==> src/rtl/osc_step_sequencer_if.sv <==
// Front-panel / oscillator-side bundle for osc_step_sequencer.
// master = pattern/run controller, slave = the sequencer itself.
interface osc_step_sequencer_if #(
  parameter int STEPS   = 8,
  parameter int TOP_W   = 17,
  parameter int TEMPO_W = 24
);
  localparam int SW = $clog2(STEPS);

  logic               run;
  logic [TEMPO_W-1:0] tempo_div;
  logic [TEMPO_W-1:0] gate_len;
  logic [SW-1:0]      last_step;
  logic               wr_en;
  logic [SW-1:0]      wr_addr;
  logic [TOP_W:0]     wr_data;

  logic [TOP_W-1:0]   counter_top;
  logic               osc_rst;
  logic               gate;
  logic               step_pulse;
  logic [SW-1:0]      cur_step;

  modport master (
    output run, tempo_div, gate_len, last_step, wr_en, wr_addr, wr_data,
    input  counter_top, osc_rst, gate, step_pulse, cur_step
  );

  modport slave (
    input  run, tempo_div, gate_len, last_step, wr_en, wr_addr, wr_data,
    output counter_top, osc_rst, gate, step_pulse, cur_step
  );
endinterface

==> src/rtl/osc_step_sequencer.sv <==
// Step sequencer: plays stored counter_top values at a programmable tempo for one oscillator.
// Optional OSC_SEQ_GLIDE_EN: counter_top slews toward each new step instead of jumping.
module osc_step_sequencer #(
  parameter int STEPS   = 8,
  parameter int TOP_W   = 17,
  parameter int TEMPO_W = 24
`ifdef OSC_SEQ_GLIDE_EN
  ,
  parameter int GLIDE_SHIFT = 4
`endif
) (
  input  logic                 clk,
  input  logic                 rst_n,
  osc_step_sequencer_if.slave  seq_if
);

  localparam int SW = $clog2(STEPS);

  typedef enum logic [1:0] {
    IDLE,
    LOAD0,
    PLAY
  } state_e;

  typedef struct packed {
    logic             rest;
    logic [TOP_W-1:0] top;
  } entry_t;

  entry_t             mem_q [STEPS];
  state_e             state_q;
  logic [TEMPO_W-1:0] tick_q;
  logic [TOP_W-1:0]   counter_top_q;
  logic               osc_rst_q;
  logic               gate_q;
  logic               step_pulse_q;
  logic [SW-1:0]      cur_step_q;

  logic               advance;
  logic               load_now;
  logic [SW-1:0]      next_idx;
  logic [SW-1:0]      load_idx;
  entry_t             load_entry;
  logic [TEMPO_W-1:0] tick_inc;

  // NOTE: the pattern is a small flop array, so it can take a reset; every entry powers up as a silent rest.
  always_ff @(posedge clk or negedge rst_n) begin
    if (!rst_n) begin
      for (int i = 0; i < STEPS; i++) begin
        mem_q[i] <= {1'b1, {TOP_W{1'b0}}};
      end
    end else if (seq_if.wr_en) begin
      mem_q[seq_if.wr_addr] <= entry_t'(seq_if.wr_data);
    end
  end

  // NOTE: every always_comb output gets a value on every path, so no latch can be inferred.
  always_comb begin
    advance  = (seq_if.tempo_div != '0) && (tick_q >= (seq_if.tempo_div - TEMPO_W'(1)));
    next_idx = (cur_step_q >= seq_if.last_step) ? '0 : cur_step_q + SW'(1);
    load_idx = (state_q == LOAD0) ? '0 : next_idx;
    load_now = (state_q == LOAD0) || ((state_q == PLAY) && seq_if.run && advance);
    tick_inc = tick_q + TEMPO_W'(1);
    // A write landing on the entry being loaded this edge wins over the stored value.
    if (seq_if.wr_en && (seq_if.wr_addr == load_idx)) begin
      load_entry = entry_t'(seq_if.wr_data);
    end else begin
      load_entry = mem_q[load_idx];
    end
  end

  // NOTE: state registers use non-blocking assignments so every flop samples pre-edge values.
  always_ff @(posedge clk or negedge rst_n) begin
    if (!rst_n) begin
      state_q      <= IDLE;
      tick_q       <= '0;
      osc_rst_q    <= 1'b1;
      gate_q       <= 1'b0;
      step_pulse_q <= 1'b0;
      cur_step_q   <= '0;
    end else begin
      step_pulse_q <= 1'b0;
      case (state_q)
        IDLE: begin
          if (seq_if.run) state_q <= LOAD0;
        end
        LOAD0: begin
          state_q      <= PLAY;
          tick_q       <= '0;
          step_pulse_q <= 1'b1;
          cur_step_q   <= '0;
          osc_rst_q    <= load_entry.rest;
          gate_q       <= ~load_entry.rest & (seq_if.gate_len != '0);
        end
        PLAY: begin
          if (!seq_if.run) begin
            state_q   <= IDLE;
            tick_q    <= '0;
            gate_q    <= 1'b0;
            osc_rst_q <= 1'b1;
          end else if (advance) begin
            tick_q       <= '0;
            step_pulse_q <= 1'b1;
            cur_step_q   <= next_idx;
            osc_rst_q    <= load_entry.rest;
            gate_q       <= ~load_entry.rest & (seq_if.gate_len != '0);
          end else if (seq_if.tempo_div != '0) begin
            tick_q <= tick_inc;
            gate_q <= ~osc_rst_q & (tick_inc < seq_if.gate_len);
          end else begin
            // Frozen tempo: tick holds, gate still tracks a live gate_len.
            gate_q <= ~osc_rst_q & (tick_q < seq_if.gate_len);
          end
        end
        default: state_q <= IDLE;
      endcase
    end
  end

`ifdef OSC_SEQ_GLIDE_EN
  localparam int GW = GLIDE_SHIFT + 1;
  localparam logic [GW-1:0] GLIDE_MASK = GW'((1 << GLIDE_SHIFT) - 1);

  logic [TOP_W-1:0] target_q;
  logic [GW-1:0]    glide_cnt_q;

  always_ff @(posedge clk or negedge rst_n) begin
    if (!rst_n) begin
      counter_top_q <= '0;
      target_q      <= '0;
      glide_cnt_q   <= '0;
    end else if (load_now) begin
      glide_cnt_q <= '0;
      if (load_entry.rest) begin
        target_q <= counter_top_q;
      end else if ((state_q == LOAD0) || osc_rst_q) begin
        // Coming out of silence there is nothing audible to slide from.
        counter_top_q <= load_entry.top;
        target_q      <= load_entry.top;
      end else begin
        target_q <= load_entry.top;
      end
    end else if ((state_q == PLAY) && seq_if.run) begin
      if (glide_cnt_q == GLIDE_MASK) begin
        glide_cnt_q <= '0;
        if (counter_top_q < target_q) begin
          counter_top_q <= counter_top_q + TOP_W'(1);
        end else if (counter_top_q > target_q) begin
          counter_top_q <= counter_top_q - TOP_W'(1);
        end
      end else begin
        glide_cnt_q <= glide_cnt_q + GW'(1);
      end
    end
  end
`else
  always_ff @(posedge clk or negedge rst_n) begin
    if (!rst_n) begin
      counter_top_q <= '0;
    end else if (load_now && !load_entry.rest) begin
      counter_top_q <= load_entry.top;
    end
  end
`endif

  assign seq_if.counter_top = counter_top_q;
  assign seq_if.osc_rst     = osc_rst_q;
  assign seq_if.gate        = gate_q;
  assign seq_if.step_pulse  = step_pulse_q;
  assign seq_if.cur_step    = cur_step_q;

endmodule

==> src/flat_wrapper.sv <==
// flat-port wrapper written by rule: the top's interface ports become plain ports
module osc_step_sequencer_flat 
#(
  parameter int STEPS   = 8,
  parameter int TOP_W   = 17,
  parameter int TEMPO_W = 24

)
  (clk, rst_n, seq_if_run, seq_if_tempo_div, seq_if_gate_len, seq_if_last_step, seq_if_wr_en, seq_if_wr_addr, seq_if_wr_data, seq_if_counter_top, seq_if_osc_rst, seq_if_gate, seq_if_step_pulse, seq_if_cur_step);
  osc_step_sequencer_if #(.STEPS(STEPS), .TOP_W(TOP_W), .TEMPO_W(TEMPO_W)) seq_if_i ();
  input  logic clk;
  input  logic rst_n;
  input wire logic [$bits(seq_if_i.run)-1:0] seq_if_run;
  input wire logic [$bits(seq_if_i.tempo_div)-1:0] seq_if_tempo_div;
  input wire logic [$bits(seq_if_i.gate_len)-1:0] seq_if_gate_len;
  input wire logic [$bits(seq_if_i.last_step)-1:0] seq_if_last_step;
  input wire logic [$bits(seq_if_i.wr_en)-1:0] seq_if_wr_en;
  input wire logic [$bits(seq_if_i.wr_addr)-1:0] seq_if_wr_addr;
  input wire logic [$bits(seq_if_i.wr_data)-1:0] seq_if_wr_data;
  output wire logic [$bits(seq_if_i.counter_top)-1:0] seq_if_counter_top;
  output wire logic [$bits(seq_if_i.osc_rst)-1:0] seq_if_osc_rst;
  output wire logic [$bits(seq_if_i.gate)-1:0] seq_if_gate;
  output wire logic [$bits(seq_if_i.step_pulse)-1:0] seq_if_step_pulse;
  output wire logic [$bits(seq_if_i.cur_step)-1:0] seq_if_cur_step;
  assign seq_if_i.run = seq_if_run;
  assign seq_if_i.tempo_div = seq_if_tempo_div;
  assign seq_if_i.gate_len = seq_if_gate_len;
  assign seq_if_i.last_step = seq_if_last_step;
  assign seq_if_i.wr_en = seq_if_wr_en;
  assign seq_if_i.wr_addr = seq_if_wr_addr;
  assign seq_if_i.wr_data = seq_if_wr_data;
  assign seq_if_counter_top = seq_if_i.counter_top;
  assign seq_if_osc_rst = seq_if_i.osc_rst;
  assign seq_if_gate = seq_if_i.gate;
  assign seq_if_step_pulse = seq_if_i.step_pulse;
  assign seq_if_cur_step = seq_if_i.cur_step;
  osc_step_sequencer #(.STEPS(STEPS), .TOP_W(TOP_W), .TEMPO_W(TEMPO_W)) u_core (.clk(clk), .rst_n(rst_n), .seq_if(seq_if_i));
endmodule
==> config.mk <==
export PLATFORM = sky130hd
export DESIGN_NAME = osc_step_sequencer_flat
export DESIGN_NICKNAME = d
export VERILOG_FILES = /design/src/rtl/osc_step_sequencer_if.sv /design/src/rtl/osc_step_sequencer.sv /design/src/flat_wrapper.sv
export SDC_FILE = /design/constraint.sdc
export NUM_CORES = 1
export LEC_CHECK = 0
export CAP_MARGIN = 20
export CORE_MARGIN = 2
export CORE_UTILIZATION = 52
export DETAILED_ROUTE_END_ITERATION = 16
export PLACE_DENSITY = 0.84
export SYNTH_ARGS = -nofsm -noshare
export SYNTH_HDL_FRONTEND = slang
export SYNTH_SLANG_ARGS = --single-unit
==> constraint.sdc <==
create_clock -name clk -period 4 [get_ports clk]
set_input_delay 1 -clock clk [delete_from_list [all_inputs] [get_ports clk]]
set_output_delay 1 -clock clk [all_outputs]
set_load 0.005 [all_outputs]
=== After elaboration in Yosys (flattened, before gate mapping) ===
Cells that the tools add are included.

* Order comparisons: 7
* $add $sub $neg: 3
* Muxes and demuxes: 29
* Bitwise gates (word level): 7
* Equal/unequal tests: 9
* Reductions and logical operators: 16

{| class="wikitable"
|+ Operators by type and width
! kind !! number
|-
| bitwise mux 144 bit || 1
|-
| two-way mux 18 bit || 4
|-
| two-way mux 24 bit || 3
|-
| binary-select mux 18 bit (select 3 bit) || 1
|-
| demux 18 bit (select 3 bit) || 1
|-
| less-than comparator 24 bit || 2
|-
| case mux 24 bit (2 select lines) || 1
|-
| nonzero test 24 bit || 2
|-
| adder 24 x 1 -> 24 bit (second input constant) || 1
|-
| greater-or-equal comparator 24 bit || 1
|-
| subtractor 24 x 1 -> 24 bit (second input constant) || 1
|-
| two-way mux 3 bit || 4
|-
| greater-or-equal comparator 4 bit (second input constant) || 2
|-
| inverter 3 -> 4 bit || 2
|-
| two-way mux 1 bit || 7
|-
| logical AND 1 bit || 6
|-
| inequality test 2 bit (second input constant) || 3
|-
| case mux 1 bit (2 select lines) || 3
|-
| case mux 2 bit (3 select lines) || 1
|-
| case mux 3 bit (2 select lines) || 1
|-
| AND reduction 2 bit || 3
|-
| less-than comparator 4 x 1 -> 1 bit (second input constant) || 1
|-
| two-way mux 2 bit || 2
|-
| inequality test 4 x 2 -> 1 bit (second input constant) || 1
|-
| other kinds (14) || 17
|}

* Word-level logic and storage cells: 94
* Output and inout bits: 23
* Bits of input ports: 76
* Flip-flop bits (word level): 193

=== Longest topological paths before layout ===
* Depth in word-level cells: 13
* Mapped depth: 17
* Mapped depth without buffers: 16

=== Least setup slack after synthesis ===
OpenSTA, ideal clock, no wires.

* Kind: input-to-reg
* From: input port seq_if_tempo_div[3]
* To: register u_core.counter_top_q[10] (netlist: u_core.seq_if.counter_top[10])
* Required time: 3.875 ns
* Stages: 15
* Library setup time: 0.125 ns
* Arrival: 4.773 ns
* Slack: -0.898 ns
* Buffers on the path: 1
* Cells stage by stage: or4_1 or3_1 nor3_1 nand3_1 or2_2 nor4_1 xnor2_1 ha_1 a21oi_1 o21ai_0 a221oi_1 nor3_1 o31ai_4 buf_8 mux2_4

* Longest elaborated chain between the ends: 6
* Elaborated cells between the ends (all ways): 7
* Those cells by class: add/sub: 1; order compare: 1; reduce/logical: 5

{| class="wikitable"
|+ RTL lines
! item !! line !! text
|-
| start, declared || flat_wrapper.sv:14 || <nowiki>input wire logic [$bits(seq_if_i.tempo_div)-1:0] seq_if_tempo_div;</nowiki>
|-
| subtractor 24 x 1 -> 24 bit || osc_step_sequencer.sv:59 || <nowiki>advance = (seq_if.tempo_div != '0) && (tick_q >= (seq_if.tempo_div - TEMPO_W'(1)));</nowiki>
|-
| greater-or-equal comparator 24 bit || osc_step_sequencer.sv:59 ||
|-
| logical AND 1 bit * || osc_step_sequencer.sv:59 ||
|-
| logical AND 1 bit * || osc_step_sequencer.sv:62 || <nowiki>load_now = (state_q == LOAD0) || ((state_q == PLAY) && seq_if.run && advance);</nowiki>
|-
| logical OR 1 bit * || osc_step_sequencer.sv:62 ||
|-
| logical AND 1 bit * || osc_step_sequencer.sv:160 || <nowiki>end else if (load_now && !load_entry.rest) begin</nowiki>
|-
| end signal, assigned || osc_step_sequencer.sv:161 || <nowiki>counter_top_q <= load_entry.top;</nowiki>
|-
| end, declared || osc_step_sequencer.sv:33 || <nowiki>logic [TOP_W-1:0] counter_top_q;</nowiki>
|}

Every way passes the cells marked *; elsewhere a longest branch is shown, timed or not.
A chain may end at the register's enable or synchronous reset.

=== Worst setup path in the final report ===
* From: input port seq_if_tempo_div[4]
* To: register u_core.counter_top_q[7] (netlist: u_core.seq_if.counter_top[7])

Same word-level chain as after synthesis.

==> results.ini <==
[sta]
worst_slew_margin_rel_pct = 30.2
tightest_slew_ns = 1.05
fmaxAchievable_mhz = 219
grt_setup_unrepaired = true
min_period_ns = 4.57
timing_max_transition_violations_final = 0
final.setup_skew_ns = 0.0207
layout_setup_ws_ns = -0.573
setup-violations-final = 47
final.period_utilization_pct = 114
report.final.hold_viol_count = 0
hold_ws_ns = 0.507

[global_routing]
met1_usage_pct = 37.4
grt_first_pass_wirelength_mm = 54.1
grt_pass1_vias = 10300
antenna_found_initial = 3
gr-usage-all-layers_pct = 28.8
grt.busiest_layer = met2
use_met3_pct = 5.76
grt_max_degree = 109
grt-ovfl-total = 0
use_met2_pct = 47.0

[synthesis]
postSynth.topFlopCell = sky130_fd_sc_hd__dfrtp_1
synth_compound_area_share_pct = 11.6
muxShareOfSynthArea_pct = 16.5
synth_seq_area_share_pct = 41.8
synth_seq_cells = 193
largest_family_of_logic_cells_by_synthesized_area = multiplexers
number_of_synthesized_flops_with_an_enable_pin = 0
synth.top_cells.by_area = sky130_fd_sc_hd__dfrtp_1, sky130_fd_sc_hd__mux2_2, sky130_fd_sc_hd__ha_1
mapped_cells = 1150
netlist_area_um2 = 11600
avgSynthCellArea_um2 = 10.1
fraction_of_the_mapped_netlist_area_in_adder_cells_pct = 8.75
yosys_warnings = 0
synthDominantAreaCellType = sky130_fd_sc_hd__dfrtp_1
synth_cell_types = 59
synth_largest_type_area_fraction_pct = 39.8
synth_xor_xnor_area_share_pct = 2.87
synth_async_sr_flop_share_pct = 100
mappedNetlistNets = 1307
area_share_of_and_or_nand_nor_cells_after_synthesis_pct = 14.6

[critical_path]
ff2ff_setup_slack_ns = 0.17
critPathRequiredTime_ns = 4.31
timing.critical_path.slowest_cell_delay_ns = 0.52
crit_slowest_cell = sky130_fd_sc_hd__or4_4
path_common_cell = sky130_fd_sc_hd__buf_6
worst_setup_path_end_kind = flip-flop
critical_path.startpoint_type = input pin
crit_path_cell_trace = buf_6 > or4_4 > or3_4 > nor3_4 > nand2_2 > buf_6 > or3_4 > xor2_2 > ha_4 > nand4_1 > nor2_1 > o2111ai_1 > o211ai_1 > and4_4 > o31ai_4 > buf_6 > buf_16 > mux2_4
critical_path_arrival_ns = 4.89
crit_path_max_fanout = 8
timing_worst_setup_path_type = in -> reg

[clocking]
cts-root-to-sink-buffers = 2
cts_tree = built
clk_transition_reported_paths_ns = 0.07
post_cts_hold_buffer_count = 0
htree_num_levels = 4
clock_buffer_count_from_cts = 17
ctsRootBufferMaster = sky130_fd_sc_hd__clkbuf_16
skew_pair_late_insertion_delay_ns = 0.44
cts.sink_count = 193

[pwr]
static-leakage-power_uw = 0.00643
post-layout-total-power_uw = 6770
irDropWorstVdd_mv = 0.314
power_density_nw_per_um2 = 467

[status]
violated_checks = negative setup slack
run_status = finished, violations left

[finish]
share_of_layout_cells_above_drive_strength_1_pct = 26.3
final.fill_count = 1541
layout_commonest_cell = sky130_fd_sc_hd__dfrtp_1
instances_no_fill = 1601
most-common-layout-cells = sky130_fd_sc_hd__dfrtp_1, sky130_fd_sc_hd__nand2_1, sky130_fd_sc_hd__mux2_2, sky130_fd_sc_hd__clkdlybuf4s50_1, sky130_fd_sc_hd__ha_1
syn_to_final_growth_pct = 25.2
nets = 1462
final_area_um2 = 14500

[placement]
dp.final_hpwl_mm = 20.5
placed_area_um2 = 13500
global_placement_routability_congestion = 0.922
dp.cells = 1549
place.port_buffers = 98

[routing]
postRouteWirelength_mm = 33.9
drtAntennaViolNets = 0
drc = 0
viasPerCell = 6.34
post_drt_wl_per_cell_um = 21.1
via_count_of_the_routed_design = 10100
dr.pass1.iters = 5
detail_route.iter0.violations = 981

[floorplan]
die_h_um = 153
io-pin-count = 99
floorplan.rows = 54
effective_utilization_at_floorplan_pct = 53.1
die_x_um = 153
core_region_area_um2 = 21800
die_area_um2 = 23500

[run]
max-cap-violations = 0

[min_path]
worstHoldPathType = reg -> reg

final cells by class:
| cell class | instances | area [um^2] | share of cell area (%) |
|---|---|---|---|
| flip-flops and latches | 193 | 4840 | 33.4 |
| well taps | 280 | 350 | 2.42 |
| multi-input cells | 841 | 6550 | 45.2 |
| clock buffers | 19 | 443 | 3.06 |
| clock inverters | 13 | 149 | 1.03 |
| inverters | 58 | 218 | 1.50 |
| repair buffers | 194 | 1940 | 13.4 |
| diodes | 3 | 7.51 | 0.0518 |
what timing repair did:
item,in CTS,in global routing
hold endpoints to repair,0,0
setup endpoints to repair,47,47
pin swaps,61,12
setup buffers,15,1
resized for setup,61,10
gates cloned,5,0
state kept, by name (all words and copies together) (netlist names):
signal,count
u_core.seq_if.cur_step,3
u_core.seq_if.counter_top,17
u_core.mem_q,144
u_core.seq_if.osc_rst,1
u_core.seq_if.gate,1
u_core.tick_q,24
u_core.seq_if.step_pulse,1
u_core.state_q,2
synthesized netlist by cell type, types with 2 or more instances:
library cell	instances
sky130_fd_sc_hd__o211ai_1	3
sky130_fd_sc_hd__or3_1	8
sky130_fd_sc_hd__buf_1	3
sky130_fd_sc_hd__mux2i_1	5
sky130_fd_sc_hd__o21ai_1	3
sky130_fd_sc_hd__o22ai_1	49
sky130_fd_sc_hd__nor3_1	15
sky130_fd_sc_hd__xnor2_1	26
sky130_fd_sc_hd__o21a_1	4
sky130_fd_sc_hd__mux2_2	152
sky130_fd_sc_hd__nand2b_1	8
sky130_fd_sc_hd__or4_1	7
sky130_fd_sc_hd__o31ai_1	4
sky130_fd_sc_hd__and3_1	13
sky130_fd_sc_hd__nand4_1	21
sky130_fd_sc_hd__and4_1	2
sky130_fd_sc_hd__a221oi_1	2
sky130_fd_sc_hd__a211oi_1	6
sky130_fd_sc_hd__dfrtp_1	184
sky130_fd_sc_hd__o211a_1	4
sky130_fd_sc_hd__nor2b_1	2
sky130_fd_sc_hd__a31oi_1	15
sky130_fd_sc_hd__inv_1	58
sky130_fd_sc_hd__xor2_1	12
sky130_fd_sc_hd__o31a_1	2
sky130_fd_sc_hd__a2111oi_0	2
sky130_fd_sc_hd__a21oi_1	44
sky130_fd_sc_hd__ha_1	81
sky130_fd_sc_hd__nand3_1	57
sky130_fd_sc_hd__nor2_1	24
sky130_fd_sc_hd__nor4_1	15
sky130_fd_sc_hd__nand2_1	159
sky130_fd_sc_hd__a221o_1	17
sky130_fd_sc_hd__a21boi_0	3
sky130_fd_sc_hd__o21ai_0	34
sky130_fd_sc_hd__and2_1	6
sky130_fd_sc_hd__or2_2	2
sky130_fd_sc_hd__or4_4	3
sky130_fd_sc_hd__a21o_1	5
sky130_fd_sc_hd__nand4b_1	2
sky130_fd_sc_hd__dfstp_2	9
sky130_fd_sc_hd__mux2_4	10
sky130_fd_sc_hd__clkbuf_1	53
where the power goes:
part           switching, uW  total (uW)  internal [uW]
combinational           1190        2390           1200
sequential               277        2680           2400
clock                    798        1700            901
total                   2260        6770           4510
worst max-delay path: cells and delay by family:
kind,cells,cell delay [ns]
buf+inv,4,0.51
xor+xnor,1,0.20
compound gates,3,0.51
fa+ha+maj,1,0.26
mux,1,0.30
simple gates,8,2.09
worst paths after layout:
kind	depth (start not counted)	from	endpoint
worst min-delay path	1	u_core.mem_q[56]	u_core.mem_q[56]
min in group asynchronous	1	rst_n	u_core.tick_q[18]
worst max-delay path	18	seq_if_tempo_div[4]	u_core.seq_if.counter_top[7]
worst min register to register	1	u_core.mem_q[56]	u_core.mem_q[56]
max in group asynchronous	2	rst_n	u_core.mem_q[30]
worst max register to register	16	u_core.tick_q[0]	u_core.seq_if.gate
metal layers:
metal  part of all wire, %  wire [um]  vias up
li1                      -          -     4526
met1                    40      13500     4958
met2                    48      16200      536
met3                   7.7       2600      127
met4                   4.4       1500        0
met5                     0          0        -
cell families (layout without fill, tap and decap cells):
| family | count (synthesis) | count (layout) |
|---|---|---|
| adders and majority gates | 81 | 81 |
| xor gates and xnor gates | 38 | 38 |
| muxes | 167 | 167 |
| other | 0 | 3 |
| and+or+nand+nor | 350 | 350 |
| buffers and inverters | 116 | 284 |
| AOI/OAI and AO/OA | 205 | 205 |
| DFF | 193 | 193 |
per-stage QoR:
| stage | util, % | setup WS [ns] | setup TNS, ns |
|---|---|---|---|
| after global routing | 66.4 | -0.719 | -30.78 |
| after detailed placement | 61.8 | -1.42 | -60.07 |
| after floorplan | - | -0.763 | -26.53 |
| after CTS | 66.3 | -0.634 | -21.09 |
| final | 66.4 | -0.573 | -23.69 |
| after global placement | 61.8 | -1.22 | -51.66 |
Note: power is estimated with default switching activity, not from simulation.
